`config.mk`:
```
export PLATFORM = sky130hd
export DESIGN_NAME = spi_txn_ctrl
export DESIGN_NICKNAME = d
export VERILOG_FILES = /design/src/rtl/spi_pkg.sv /design/src/rtl/spi_edge_det.sv /design/src/rtl/spi_txn_ctrl.sv
export SDC_FILE = /design/constraint.sdc
export NUM_CORES = 1
export LEC_CHECK = 0
export ABC_AREA = 0
export CAP_MARGIN = 5
export CELL_PAD_IN_SITES_DETAIL_PLACEMENT = 0
export CELL_PAD_IN_SITES_GLOBAL_PLACEMENT = 1
export CORE_ASPECT_RATIO = 0.6
export CORE_MARGIN = 3
export CORE_UTILIZATION = 37
export CTS_CLUSTER_DIAMETER = 60
export DETAILED_ROUTE_END_ITERATION = 10
export PLACE_DENSITY = 0.75
export SYNTH_ARGS = -nofsm -noshare
export SYNTH_HDL_FRONTEND = slang
export SYNTH_SLANG_ARGS = --single-unit
export TNS_END_PERCENT = 20
```
`constraint.sdc`:
```
create_clock -name clk -period 2.81 [get_ports clk]
set_clock_uncertainty 0.15 [all_clocks]
set_input_delay 0.562 -clock clk [delete_from_list [all_inputs] [get_ports clk]]
set_output_delay 0.562 -clock clk [all_outputs]
set_load 0.03 [all_outputs]
```
`src/rtl/spi_pkg.sv`:
```
// Shared types and constants for the SPI transaction controller.
// SPI_LSB_FIRST_EN (optional define) selects LSB-first bit order in spi_txn_ctrl.
package spi_pkg;

   typedef enum logic [2:0] {IDLE, SETUP, SHIFT, HOLD, RESP} spi_state_t;

   localparam int SPI_MAXLEN_DEF = 16;

   function automatic int spi_len_w(input int maxlen);
      return $clog2(maxlen) + 1;
   endfunction

   localparam int SPI_LEN_W = spi_len_w(SPI_MAXLEN_DEF);
   typedef logic [SPI_LEN_W-1:0] spi_len_t;

   // Mode 0: spi_clk idles low, data sampled on rising edge.
   localparam logic CPOL = 1'b0;
   localparam logic CPHA = 1'b0;

   localparam int TMR_W = 8;

endpackage

```
`src/rtl/spi_edge_det.sv`:
```
// Registers the divider's spi_clk and emits single-cycle rise/fall pulses.
module spi_edge_det
   import spi_pkg::*;
(
   input  logic clk,
   input  logic rst,
   input  logic spi_clk,
   output logic rise,
   output logic fall
);

   logic sclk_q;

   always_ff @(posedge clk) begin
      if (rst) sclk_q <= CPOL;
      else     sclk_q <= spi_clk;
   end

   assign rise = spi_clk & ~sclk_q;
   assign fall = ~spi_clk & sclk_q;

endmodule

```
`src/rtl/spi_txn_ctrl.sv`:
```
// SPI mode-0 transaction controller: owns cs_n, drives the divider, shifts MOSI/MISO.
// Define SPI_LSB_FIRST_EN for LSB-first transmit/receive order (default MSB-first).
//
// state | meaning
// IDLE  | waiting for a request, req_ready high
// SETUP | cs_n low, counting CS_SETUP cycles before start
// SHIFT | start high, bits move on spi_clk edges
// HOLD  | start low, counting CS_HOLD cycles before cs_n rises
// RESP  | rsp_valid held until consumer takes the word
module spi_txn_ctrl
   import spi_pkg::*;
#(
   parameter int SPI_MAXLEN = SPI_MAXLEN_DEF,
   parameter int CS_SETUP   = 2,
   parameter int CS_HOLD    = 2
) (
   input  logic                         clk,
   input  logic                         rst,
   input  logic                         req_valid,
   output logic                         req_ready,
   input  logic [SPI_MAXLEN-1:0]        req_data,
   input  logic [$clog2(SPI_MAXLEN):0]  req_len,
   input  logic                         spi_clk,
   output logic                         start,
   output logic [$clog2(SPI_MAXLEN):0]  n_pulses,
   output logic                         cs_n,
   output logic                         mosi,
   input  logic                         miso,
   output logic                         rsp_valid,
   input  logic                         rsp_ready,
   output logic [SPI_MAXLEN-1:0]        rsp_data,
   output logic                         busy
);

   localparam int            LW       = spi_len_w(SPI_MAXLEN);
   localparam logic [LW-1:0] MAXLEN_L = LW'(SPI_MAXLEN);

   spi_state_t              state;
   logic [LW-1:0]           eff_len, bit_cnt, req_eff;
   logic [SPI_MAXLEN-1:0]   tx_sh, rx_sh;
   logic [SPI_MAXLEN-1:0]   tx_align, tx_shift, rx_shift, rx_just;
   logic [TMR_W-1:0]        tmr;
   logic                    tx_first, tx_next;
   logic                    rise, fall;

   spi_edge_det u_edge_det (
      .clk     (clk),
      .rst     (rst),
      .spi_clk (spi_clk),
      .rise    (rise),
      .fall    (fall)
   );

   always_comb begin
      req_eff = (req_len > MAXLEN_L) ? MAXLEN_L : req_len;
`ifdef SPI_LSB_FIRST_EN
      tx_align = req_data;
      tx_first = req_data[0];
      tx_shift = tx_sh >> 1;
      tx_next  = tx_shift[0];
      rx_shift = {miso, rx_sh[SPI_MAXLEN-1:1]};
      rx_just  = rx_sh >> (MAXLEN_L - eff_len);
`else
      // Left-align the word so the first bit to send always sits at the top.
      tx_align = req_data << (MAXLEN_L - req_eff);
      tx_first = tx_align[SPI_MAXLEN-1];
      tx_shift = tx_sh << 1;
      tx_next  = tx_shift[SPI_MAXLEN-1];
      rx_shift = {rx_sh[SPI_MAXLEN-2:0], miso};
      rx_just  = rx_sh;
`endif
   end

   always_ff @(posedge clk) begin
      if (rst) begin
         state     <= IDLE;
         req_ready <= 1'b0;
         busy      <= 1'b0;
         cs_n      <= 1'b1;
         start     <= 1'b0;
         mosi      <= 1'b0;
         n_pulses  <= '0;
         rsp_valid <= 1'b0;
         rsp_data  <= '0;
         eff_len   <= '0;
         bit_cnt   <= '0;
         tx_sh     <= '0;
         rx_sh     <= '0;
         tmr       <= '0;
      end else begin
         case (state)
            IDLE: begin
               req_ready <= 1'b1;
               if (req_valid && req_ready) begin
                  req_ready <= 1'b0;
                  busy      <= 1'b1;
                  eff_len   <= req_eff;
                  n_pulses  <= req_eff;
                  tx_sh     <= tx_align;
                  rx_sh     <= '0;
                  bit_cnt   <= '0;
                  if (req_eff == '0) begin
                     rsp_data  <= '0;
                     rsp_valid <= 1'b1;
                     state     <= RESP;
                  end else begin
                     cs_n  <= 1'b0;
                     mosi  <= tx_first;
                     tmr   <= TMR_W'(CS_SETUP - 1);
                     state <= SETUP;
                  end
               end
            end
            SETUP: begin
               if (tmr == '0) begin
                  start <= 1'b1;
                  state <= SHIFT;
               end else begin
                  tmr <= tmr - TMR_W'(1);
               end
            end
            SHIFT: begin
               if (rise) begin
                  rx_sh   <= rx_shift;
                  bit_cnt <= bit_cnt + LW'(1);
               end else if (fall) begin
                  if (bit_cnt == eff_len) begin
                     start <= 1'b0;
                     mosi  <= 1'b0;
                     tmr   <= TMR_W'(CS_HOLD - 1);
                     state <= HOLD;
                  end else begin
                     tx_sh <= tx_shift;
                     mosi  <= tx_next;
                  end
               end
            end
            HOLD: begin
               if (tmr == '0) begin
                  cs_n      <= 1'b1;
                  rsp_data  <= rx_just;
                  rsp_valid <= 1'b1;
                  state     <= RESP;
               end else begin
                  tmr <= tmr - TMR_W'(1);
               end
            end
            RESP: begin
               if (rsp_ready) begin
                  rsp_valid <= 1'b0;
                  busy      <= 1'b0;
                  req_ready <= 1'b1;
                  state     <= IDLE;
               end
            end
            default: state <= IDLE;
         endcase
      end
   end

endmodule
```
==> metrics.md, run 1 <==
| Metric | Value |
|---|---|
| Top delay family on crit path | `multiplexers` |
| Number of synthesized register bits | `75` |
| Crit Path Class | `input pin to register` |
| MaxCap Viol Count | `0` |
| Congestion Overflow GR | `0` |
| Gpl congestion | `0.9175` |
| Most used DFF post-synth | `dfxtp_1` |
| Hold Crit Depth | `2` |
| Combinational Power Share | `0.419` |
| Internal cell power | `2857 uW` |
| Mean Syn Cell Area | `8.715 um^2` |
| Clock root cell | `clkbuf_16` |
| Post-CTS Hold Buffers | `0` |
| Final Power | `4506 uW` |
| Worst setup margin | `89.28 ps` |
| Clock Sinks | `75` |
| Fin crit share | `0.9682` |
| Leakage | `0.001895 uW` |
| Crit path max fanout | `5` |
| Sequential Power Share | `0.309` |
| # nets final | `546` |
| Status | `complete, no violations` |
| Final number of setup-violating endpoints | `0` |
| Reg2Reg Setup Slack | `650 ps` |
| HP Class | `register to register` |
| Core area | `9594 um^2` |
| Final slew viol count | `0` |
| Sequential fraction of the synthesis area | `0.3942` |
| Layout area overhead | `33.84%` |
| Die ar. | `11590 um^2` |
| Worst-path cell chain | `clkdlybuf4s50_1 > nand2_1 > ha_4 > buf_12 > xnor2_4 > mux4_2 > mux2_4 > a221oi_2 > a211oi_1` |
| # DRC | `0` |
| Unrepaired setup endpoints after global routing | `no` |
| Slowest CP cell | `mux4_2` |
| Arrival time worst endpoint | `2780 ps` |
| Die height | `84.59 um` |
| First-pass GRT wire length | `17190 um` |
| CP Depth | `9` |
| Die width | `137.0 um` |
| Sw frac | `0.3660` |
| Clock Path Buffers | `2` |
| Setup slack at placement | `-421.9 ps` |
| Per-cell routed wire length | `15.85 um` |
| GRT Overall Usage | `0.1867` |
| CP bufs+invs | `2` |
| CTS tree | `built` |
| Routed WL | `10290 um` |
| Final Hold Violating Endpoints | `0` |
| CP Launch Type | `input pin` |
| Max incr delay on CP | `520 ps` |
| PD cells | `884.0 nW/um^2` |
| Mapped cell area | `3809 um^2` |
| Final Util | `0.5313` |
| Via density | `5.404` |
| Largest net degree at the start of global routing | `33` |
| Syn nets | `469` |
| Setup bufs post-CTS | `0` |
| Clock group share of total power | `0.271` |
| Synth Warn # | `0` |
| Slew HR | `0.5847` |
| Clk_lat worst skew | `330 ps` |
| Required time of the critical path | `2870 ps` |
| Switching pwr | `1649 uW` |
| Antenna violations before repair | `0` |
| Antenna Violating Nets Remaining | `0` |
| 1st-iter DRT viols | `168` |
| Asr flop ratio synth | `0` |
| Clock transition at path regs | `60 ps` |
| Worst Hold Slack | `307.0 ps` |
| Distinct cells, synth | `57` |
| Post-DP HPWL | `7681 um` |
| Measured slew at the worst slew-check pin | `623.0 ps` |
| Gate Count Post-Synth | `437` |
| Achievable Freq | `367.6 MHz` |
| Maximum vdd drop | `0.4267 mV` |
| Buffers on Ports | `53` |
| EDFF count, synth | `0` |
| # rows | `27` |
| Starting Density | `0.3970` |
| Cells on worst reg2reg path | `6` |
| Vias post-DR | `3507` |
| N_diodes | `0` |
| DRT Pass-1 Iters | `5` |
| Cts bufs inserted | `9` |
| CTS H-Tree Depth | `3` |
| I/O pins | `54` |
| Setup_tns | `0 ps` |
| Share of post-route cells with drive strength above 1 | `0.1696` |
| Nature of the critical path endpoint | `register` |
| Vias in the first global route | `3279` |
| Minimum clock period after layout | `2721 ps` |
==> cell usage after synthesis, types with 3 or more instances <==
cell       instances  area [um^2]
dfxtp_1           75         1501
nor2_1            57        214.0
nand2_1           47        176.4
a21oi_1           37        185.2
nand3_1           23        115.1
a22oi_1           20        150.1
clkbuf_1          20        75.07
a211oi_1          15        112.6
mux4_2            11        247.7
buf_2              9        45.04
xor2_1             9        78.83
mux2i_1            8        80.08
nor3_1             8        40.04
nor4_1             8        50.05
inv_1              6        22.52
xnor2_1            6        52.55
ha_1               5        62.56
nand2b_1           5        31.28
nor2b_1            5        31.28
or3_1              4        25.02
a211o_1            3        26.28
a221oi_1           3        26.28
a2bb2oi_1          3        26.28
mux2_1             3        33.78
nand3b_1           3        22.52
o21ai_0            3        15.01
==> layout make-up <==
class	count	area (um^2)
Fill cell	897	4497
Sequential cell	75	1501
Tap cell	130	162.7
Inverter	7	26.28
Clock buffer	10	229.0
Multi-Input combinational cell	325	2213
Clock inverter	6	90.09
Timing Repair Buffer	96	874.6
==> cells by family after synthesis <==
group / count (synthesis) / synth area share
buf+inv: 37 / 0.04041
mux: 24 / 0.1009
fa+ha+maj: 5 / 0.01643
flops: 75 / 0.3942
xor+xnor: 17 / 0.04304
compound gates: 101 / 0.1790
simple gates: 178 / 0.2260
==> metrics by stage <==
stage                     instances  instance area (um^2)
after global routing            649                  5097
after detailed placement        633                  4752
after CTS                       649                  5084
after floorplan                 437                  3839
after global placement          633                  4752
final                           649                  5097
==> metal layers <==
metal / vias up / GRT usage / part of all wire
met1: 1670 / 0.3091 / 0.56
li1: 1738 / - / -
met5: - / 0 / 0
met4: 0 / 0.03351 / 0.0061
met3: 8 / 0.05569 / 0.061
met2: 91 / 0.2308 / 0.37
==> power by group through the flow <==
stage / clock (uW) / combinational (uW) / sequential, uW
after floorplan: 0 / 1230 / 1420
after detailed placement: 0 / 1860 / 1410
after global placement: 0 / 1830 / 1410
final: 1220 / 1890 / 1390
after global routing: 1290 / 2100 / 1420
after CTS: 1250 / 1870 / 1390
==> cells in the final DEF (no fill, tap or decap), types with 4 or more instances in the layout <==
cell type        instances
xnor2_1                  6
inv_1                    6
nand3_1                 23
ha_1                     4
a211oi_1                14
nand2_1                 47
a22oi_1                 20
clkbuf_16                9
buf_4                   40
clkdlybuf4s50_1         50
xor2_1                   9
mux2i_1                  8
a21oi_1                 37
mux4_2                  11
nor2_1                  57
nor3_1                   8
nand2b_1                 4
or3_1                    4
dfxtp_1                 75
nor4_1                   8
==> sequential cells by signal, indices dropped and copies added, names as in the netlist <==
register           flops
start                  1
bit_cnt                5
eff_len                5
tx_sh                 15
rsp_valid              1
u_edge_det.sclk_q      1
mosi                   1
cs_n                   1
state                  3
rsp_data              16
rx_just               16
busy                   1
tmr                    8
req_ready              1
==> repair_timing <==
action	4_1_cts	5_1_grt
gates resized for setup	6	4
endpoints found under the setup margin	10	10
pin swaps	3	0
==> tightest hold or removal path, cell delays in order (launching register included) <==
cell and delay (ps):
dfxtp_1 310, nand2_1 50, a21oi_1 50
==> path summary, 6_finish.rpt <==
path	from	to
max	req_len[1]	tx_sh[14]
min reg2reg	rx_just[15]	rx_just[15]
min	rx_just[15]	rx_just[15]
max reg2reg	state[1]	rx_just[4]
No activity file was read; power rests on OpenSTA's default activity.
==> inputs of run 2 (changes only) <==
- SETUP_SLACK_MARGIN: default -> 0.2
==> metrics.md, run 2 (synthesis results as in run 1) <==
| Metric | Value |
|---|---|
| Clock transition at path regs | `60 ps (about the same)` |
| Final number of setup-violating endpoints | `0 (unchanged)` |
| Clock Sinks | `75 (unchanged)` |
| # DRC | `0 (unchanged)` |
| CP bufs+invs | `3 (+1)` |
| Vias in the first global route | `3430 (+4.6%)` |
| Gpl congestion | `0.8233 (-10%)` |
| Post-DP HPWL | `7865 um (+2.4%)` |
| Antenna violations before repair | `0 (unchanged)` |
| Layout area overhead | `37.29%` |
| # nets final | `556 (+1.8%)` |
| Clock root cell | `clkbuf_16` |
| Achievable Freq | `402.1 MHz (+9.4%)` |
| MaxCap Viol Count | `0 (unchanged)` |
| Crit path max fanout | `5 (unchanged)` |
| Largest net degree at the start of global routing | `30 (-9.1%)` |
| Slowest CP cell | `mux4_2` |
| Required time of the critical path | `2870 ps (about the same)` |
| Crit Path Class | `input pin to register` |
| Clock Path Buffers | `2 (unchanged)` |
| Met3 Use GR | `0.06766 (+0.01198)` |
| Post-CTS Hold Buffers | `0 (unchanged)` |
| Die ar. | `11590 um^2 (unchanged)` |
| Final Hold Violating Endpoints | `0 (unchanged)` |
| Slew HR | `0.6328 (+0.04809)` |
| Antenna Violating Nets Remaining | `0 (unchanged)` |
| CP Launch Type | `input pin` |
| I/O pins | `54 (unchanged)` |
| Via density | `5.313 (-1.7%)` |
| Minimum clock period after layout | `2487 ps (-233.8 ps)` |
| CTS H-Tree Depth | `3 (unchanged)` |
| CTS tree | `built` |
| Fin area | `5229 um^2 (+2.6%)` |
| Buffers on Ports | `53 (unchanged)` |
| 1st-iter DRT viols | `249 (+48%)` |
| Arrival time worst endpoint | `2550 ps (-230 ps)` |
| Setup slack at placement | `-460.7 ps (-38.80 ps)` |
| PD cells | `889.2 nW/um^2 (+0.59%)` |
| # rows | `27 (unchanged)` |
| Starting Density | `0.3970 (unchanged)` |
| GR Util met1 | `0.3153 (+0.006274)` |
| Routed WL | `10520 um (+2.2%)` |
| Cts bufs inserted | `9 (unchanged)` |
| Measured slew at the worst slew-check pin | `546.6 ps (-76.34 ps)` |
| Max incr delay on CP | `530 ps (about the same)` |
| Commonest non-fill, non-tap cell in the layout | `dfxtp_1` |
| Final slew viol count | `0 (unchanged)` |
| DRT Pass-1 Iters | `5 (unchanged)` |
| Core area | `9594 um^2 (unchanged)` |
| Per-cell routed wire length | `15.96 um (+0.69%)` |
| Die width | `137.0 um (unchanged)` |
| Placed cell areas | `4830 um^2 (+1.6%)` |
| Met2 Usage GRT | `0.2450 (+0.01423)` |
| Vias post-DR | `3501 (-0.17%)` |
| GRT Overall Usage | `0.1948 (+0.008077)` |
| Maximum vdd drop | `0.5323 mV (+25%)` |
| Leakage | `0.001979 uW (+4.4%)` |
| GRT Max-Usage Layer | `met1` |
| Share of post-route cells with drive strength above 1 | `0.1928 (+0.02326)` |
| Worst setup margin | `323.1 ps (+233.8 ps)` |
| Worst-path cell chain | `buf_2 > nor2b_4 > inv_8 > ha_4 > buf_12 > xnor2_4 > mux4_2 > mux2_4 > a221oi_4 > a211oi_2` |
| Congestion Overflow GR | `0 (unchanged)` |
| Commonest non-fill, non-tap cells in the layout | `dfxtp_1 (75), nor2_1 (57), buf_4 (51)` |
| Fin crit share | `0.8850 (-0.08322)` |
| Status | `complete, no violations` |
| Unrepaired setup endpoints after global routing | `no` |
| Nature of the critical path endpoint | `register` |
| Die height | `84.59 um (unchanged)` |
| Clk_lat worst skew | `330 ps (about the same)` |
| N_diodes | `0 (unchanged)` |
| Top delay family on crit path | `multiplexers` |
| First-pass GRT wire length | `17990 um (+4.6%)` |
| HP Class | `register to register` |
[run 2: where the power goes]
| group | total [uW] | internal (uW) | switching, uW | leakage, uW |
|---|---|---|---|---|
| registers | 1390 | 1240 | 158 | 0.000609 |
| logic | 1920 | 854 | 1060 | 0.00120 |
| clock network | 1340 | 893 | 448 | 0.000173 |
[run 2: stage by stage]
step | cells | util | TNS, ps | power, uW | hold slack [ps]
final | 659 | 0.5450 | 0 | 4649 | 320.0
after floorplan | 437 | - | 0 | 2652 | 282.3
after global placement | 641 | 0.5034 | -6980 | 3252 | 295.3
after detailed placement | 641 | 0.5034 | -7962 | 3283 | 313.9
after global routing | 659 | 0.5450 | 0 | 4977 | 328.9
after CTS | 658 | 0.5432 | 0 | 4646 | 321.3
[run 2: repair_timing]
item / in CTS / in global routing
pin swaps: 3 / 3
setup buffers: 1 / 1
resized for setup: 10 / 6
endpoints found under the setup margin: 24 / 24
[run 2: layer usage]
metal,up-vias,wire length (um)
li1,1751,-
met1,1643,5719
met2,100,4123
met3,7,596
met4,0,76
met5,-,0
[run 2: worst min-delay path, stage by stage, from the launching register on]
cell and delay, ps:
dfxtp_1 320, nand2_1 60, a21oi_1 50
[run 2: area by class of cell]
class                      instances  area [um^2]
inverter                           7        33.78
fill                             912         4365
multi-input combinational        325         2240
timing repair buffer             106        939.7
tap                              130        162.7
clock inverter                     6        112.6
sequential                        75         1501
clock buffer                      10        239.0
[run 2: path summary, 6_finish.rpt]
path / start / endpoint / slack, ps / cells past startpoint
setup / recovery: req_len[4] / tx_sh[14] / 320 / 10
hold / removal: rx_just[10] / rx_just[10] / 320 / 2
setup reg to reg: state[1] / tmr[1] / 640 / 5
hold reg to reg: rx_just[10] / rx_just[10] / 320 / 2
==> inputs of run 3 (changes only) <==
- CORE_MARGIN: 3 -> default
==> metrics.md, run 3 (synthesis results as in run 1) <==
| Metric | Value |
|---|---|
| CTS H-Tree Depth | `3 (unchanged)` |
| Nature of the critical path endpoint | `register` |
| Congestion Overflow GR | `0 (unchanged)` |
| Cts bufs inserted | `9 (unchanged)` |
| Share of post-route cells with drive strength above 1 | `0.1885 (-0.004355)` |
| Placed cell areas | `4766 um^2 (-1.3%)` |
| Slew HR | `0.5838 (-0.04897)` |
| Clock root cell | `clkbuf_16` |
| HP Class | `register to register` |
| Measured slew at the worst slew-check pin | `619.5 ps (+72.90 ps)` |
| Core area | `9915 um^2 (+3.3%)` |
| PD cells | `856.2 nW/um^2 (-3.7%)` |
| Setup slack at placement | `-429.5 ps (+31.16 ps)` |
| Clock Path Buffers | `2 (unchanged)` |
| Worst setup margin | `291.4 ps (-31.68 ps)` |
| Antenna violations before repair | `0 (unchanged)` |
| Post-DP HPWL | `7494 um (-4.7%)` |
| Clk_lat worst skew | `330 ps (about the same)` |
| Routed WL | `10170 um (-3.3%)` |
| Maximum vdd drop | `0.5222 mV (-1.9%)` |
| Fin crit share | `0.8963 (+0.01128)` |
| Gpl congestion | `0.8947 (+8.7%)` |
| # DRC | `0 (unchanged)` |
| Final Hold Violating Endpoints | `0 (unchanged)` |
| Commonest non-fill, non-tap cells in the layout | `dfxtp_1 (75), nor2_1 (57), clkdlybuf4s50_1 (48)` |
| N_diodes | `0 (unchanged)` |
| Largest net degree at the start of global routing | `49 (+63%)` |
| Die height | `80.59 um (-4.7%)` |
| Slowest CP cell | `mux4_2` |
| First-pass GRT wire length | `16500 um (-8.2%)` |
| Max incr delay on CP | `520 ps (about the same)` |
| Buffers on Ports | `53 (unchanged)` |
| Worst-path cell chain | `clkdlybuf4s15_1 > nor2b_1 > buf_4 > inv_8 > ha_4 > xnor2_4 > mux4_2 > mux2_4 > a221oi_2 > a211oi_1` |
| Achievable Freq | `397.1 MHz (-1.3%)` |
| Via density | `5.420 (+2.0%)` |
| I/O pins | `54 (unchanged)` |
| Placed Instances | `637 (-0.62%)` |
| Unrepaired setup endpoints after global routing | `no` |
| # rows | `28 (+3.7%)` |
| Starting Density | `0.3841 (-0.01283)` |
| Clock Sinks | `75 (unchanged)` |
| Crit Path Class | `input pin to register` |
| Worst Hold Slack | `307.4 ps (-12.57 ps)` |
| Die width | `133.0 um (-2.9%)` |
| Layout area overhead | `35.41%` |
| Final slew viol count | `0 (unchanged)` |
| Fin area | `5157 um^2 (-1.4%)` |
| Clock transition at path regs | `60 ps (about the same)` |
| Leakage | `0.001894 uW (-4.3%)` |
| Minimum clock period after layout | `2519 ps (+31.68 ps)` |
| Setup_tns | `0 ps (unchanged)` |
| Antenna Violating Nets Remaining | `0 (unchanged)` |
| DRT Pass-1 Iters | `5 (unchanged)` |
| Hold Crit Depth | `2 (unchanged)` |
| Status | `complete, no violations` |
| Vias post-DR | `3550 (+1.4%)` |
| Die ar. | `10720 um^2 (-7.5%)` |
| Final number of setup-violating endpoints | `0 (unchanged)` |
| Arrival time worst endpoint | `2560 ps (about the same)` |
| Cells on worst reg2reg path | `6 (+1)` |
| 1st-iter DRT viols | `256 (+2.8%)` |
| GRT Overall Usage | `0.1993 (+0.004516)` |
| MaxCap Viol Count | `0 (unchanged)` |
| Non-Filler Instances | `655 (-0.61%)` |
| Per-cell routed wire length | `15.53 um (-2.7%)` |
| Post-CTS Hold Buffers | `0 (unchanged)` |
| CP Launch Type | `input pin` |
| Commonest non-fill, non-tap cell in the layout | `dfxtp_1` |
| Crit path max fanout | `5 (unchanged)` |
| # nets final | `547 (-1.6%)` |
| Required time of the critical path | `2860 ps (about the same)` |
| CTS tree | `built` |
| Vias in the first global route | `3197 (-6.8%)` |
-- run 3: cell count changes in the layout (fill, tap and decap cells not counted), sizes merged, moves of 2 or more --
cell / delta
bufinv: -3
clkinvlp: +2
buf: -10
inv: +3
clkinv: -3
-- run 3: stage by stage --
stage	power, uW	utilization
2_1_floorplan	2652	-
3_3_place_gp	3219	0.4807
3_5_place_dp	3250	0.4807
4_1_cts	4393	0.5126
5_1_grt	4725	0.5202
6_report	4416	0.5202
-- run 3: power breakdown --
group | leakage, uW | internal [uW] | switching (uW)
Sequential | 0.000609 | 1240 | 155
Clock | 0.000141 | 659 | 467
Combinational | 0.00114 | 849 | 1050
-- run 3: final timing paths --
path	startpoint	end	slack, ps
max reg2reg	state[2]	bit_cnt[4]	550
min	rsp_valid	rsp_valid	310
min reg2reg	rsp_valid	rsp_valid	310
max	req_len[0]	tx_sh[14]	290
-- run 3: area by class of cell --
cell class | count | area, um^2
sequential | 75 | 1501
multi-input combinational | 325 | 2276
timing repair buffer | 97 | 880.8
clock inverter | 5 | 43.79
inverter | 7 | 33.78
fill | 919 | 4757
tap | 135 | 168.9
clock buffer | 11 | 252.7
-- run 3: timing repair --
item,4_1_cts,5_1_grt
resized for setup,8,17
pin swaps,3,3
setup buffers,2,0
setup endpoints to repair,25,22
-- run 3: metal layers --
metal	global-route usage	vias up	share of wire
met4	0.03218	0	0.0056
li1	-	1750	-
met5	0	-	0
met2	0.2634	104	0.38
met1	0.3133	1687	0.55
met3	0.05177	9	0.056
-- run 3: worst max-delay path: cells and delay by family --
| kind | cells | cell delay, ps |
|---|---|---|
| AOI/OAI and AO/OA | 2 | 330 |
| xor gates and xnor gates | 1 | 200 |
| adders and majority gates | 1 | 170 |
| buffers and inverters | 3 | 360 |
| muxes | 2 | 810 |
| and+or+nand+nor | 1 | 130 |
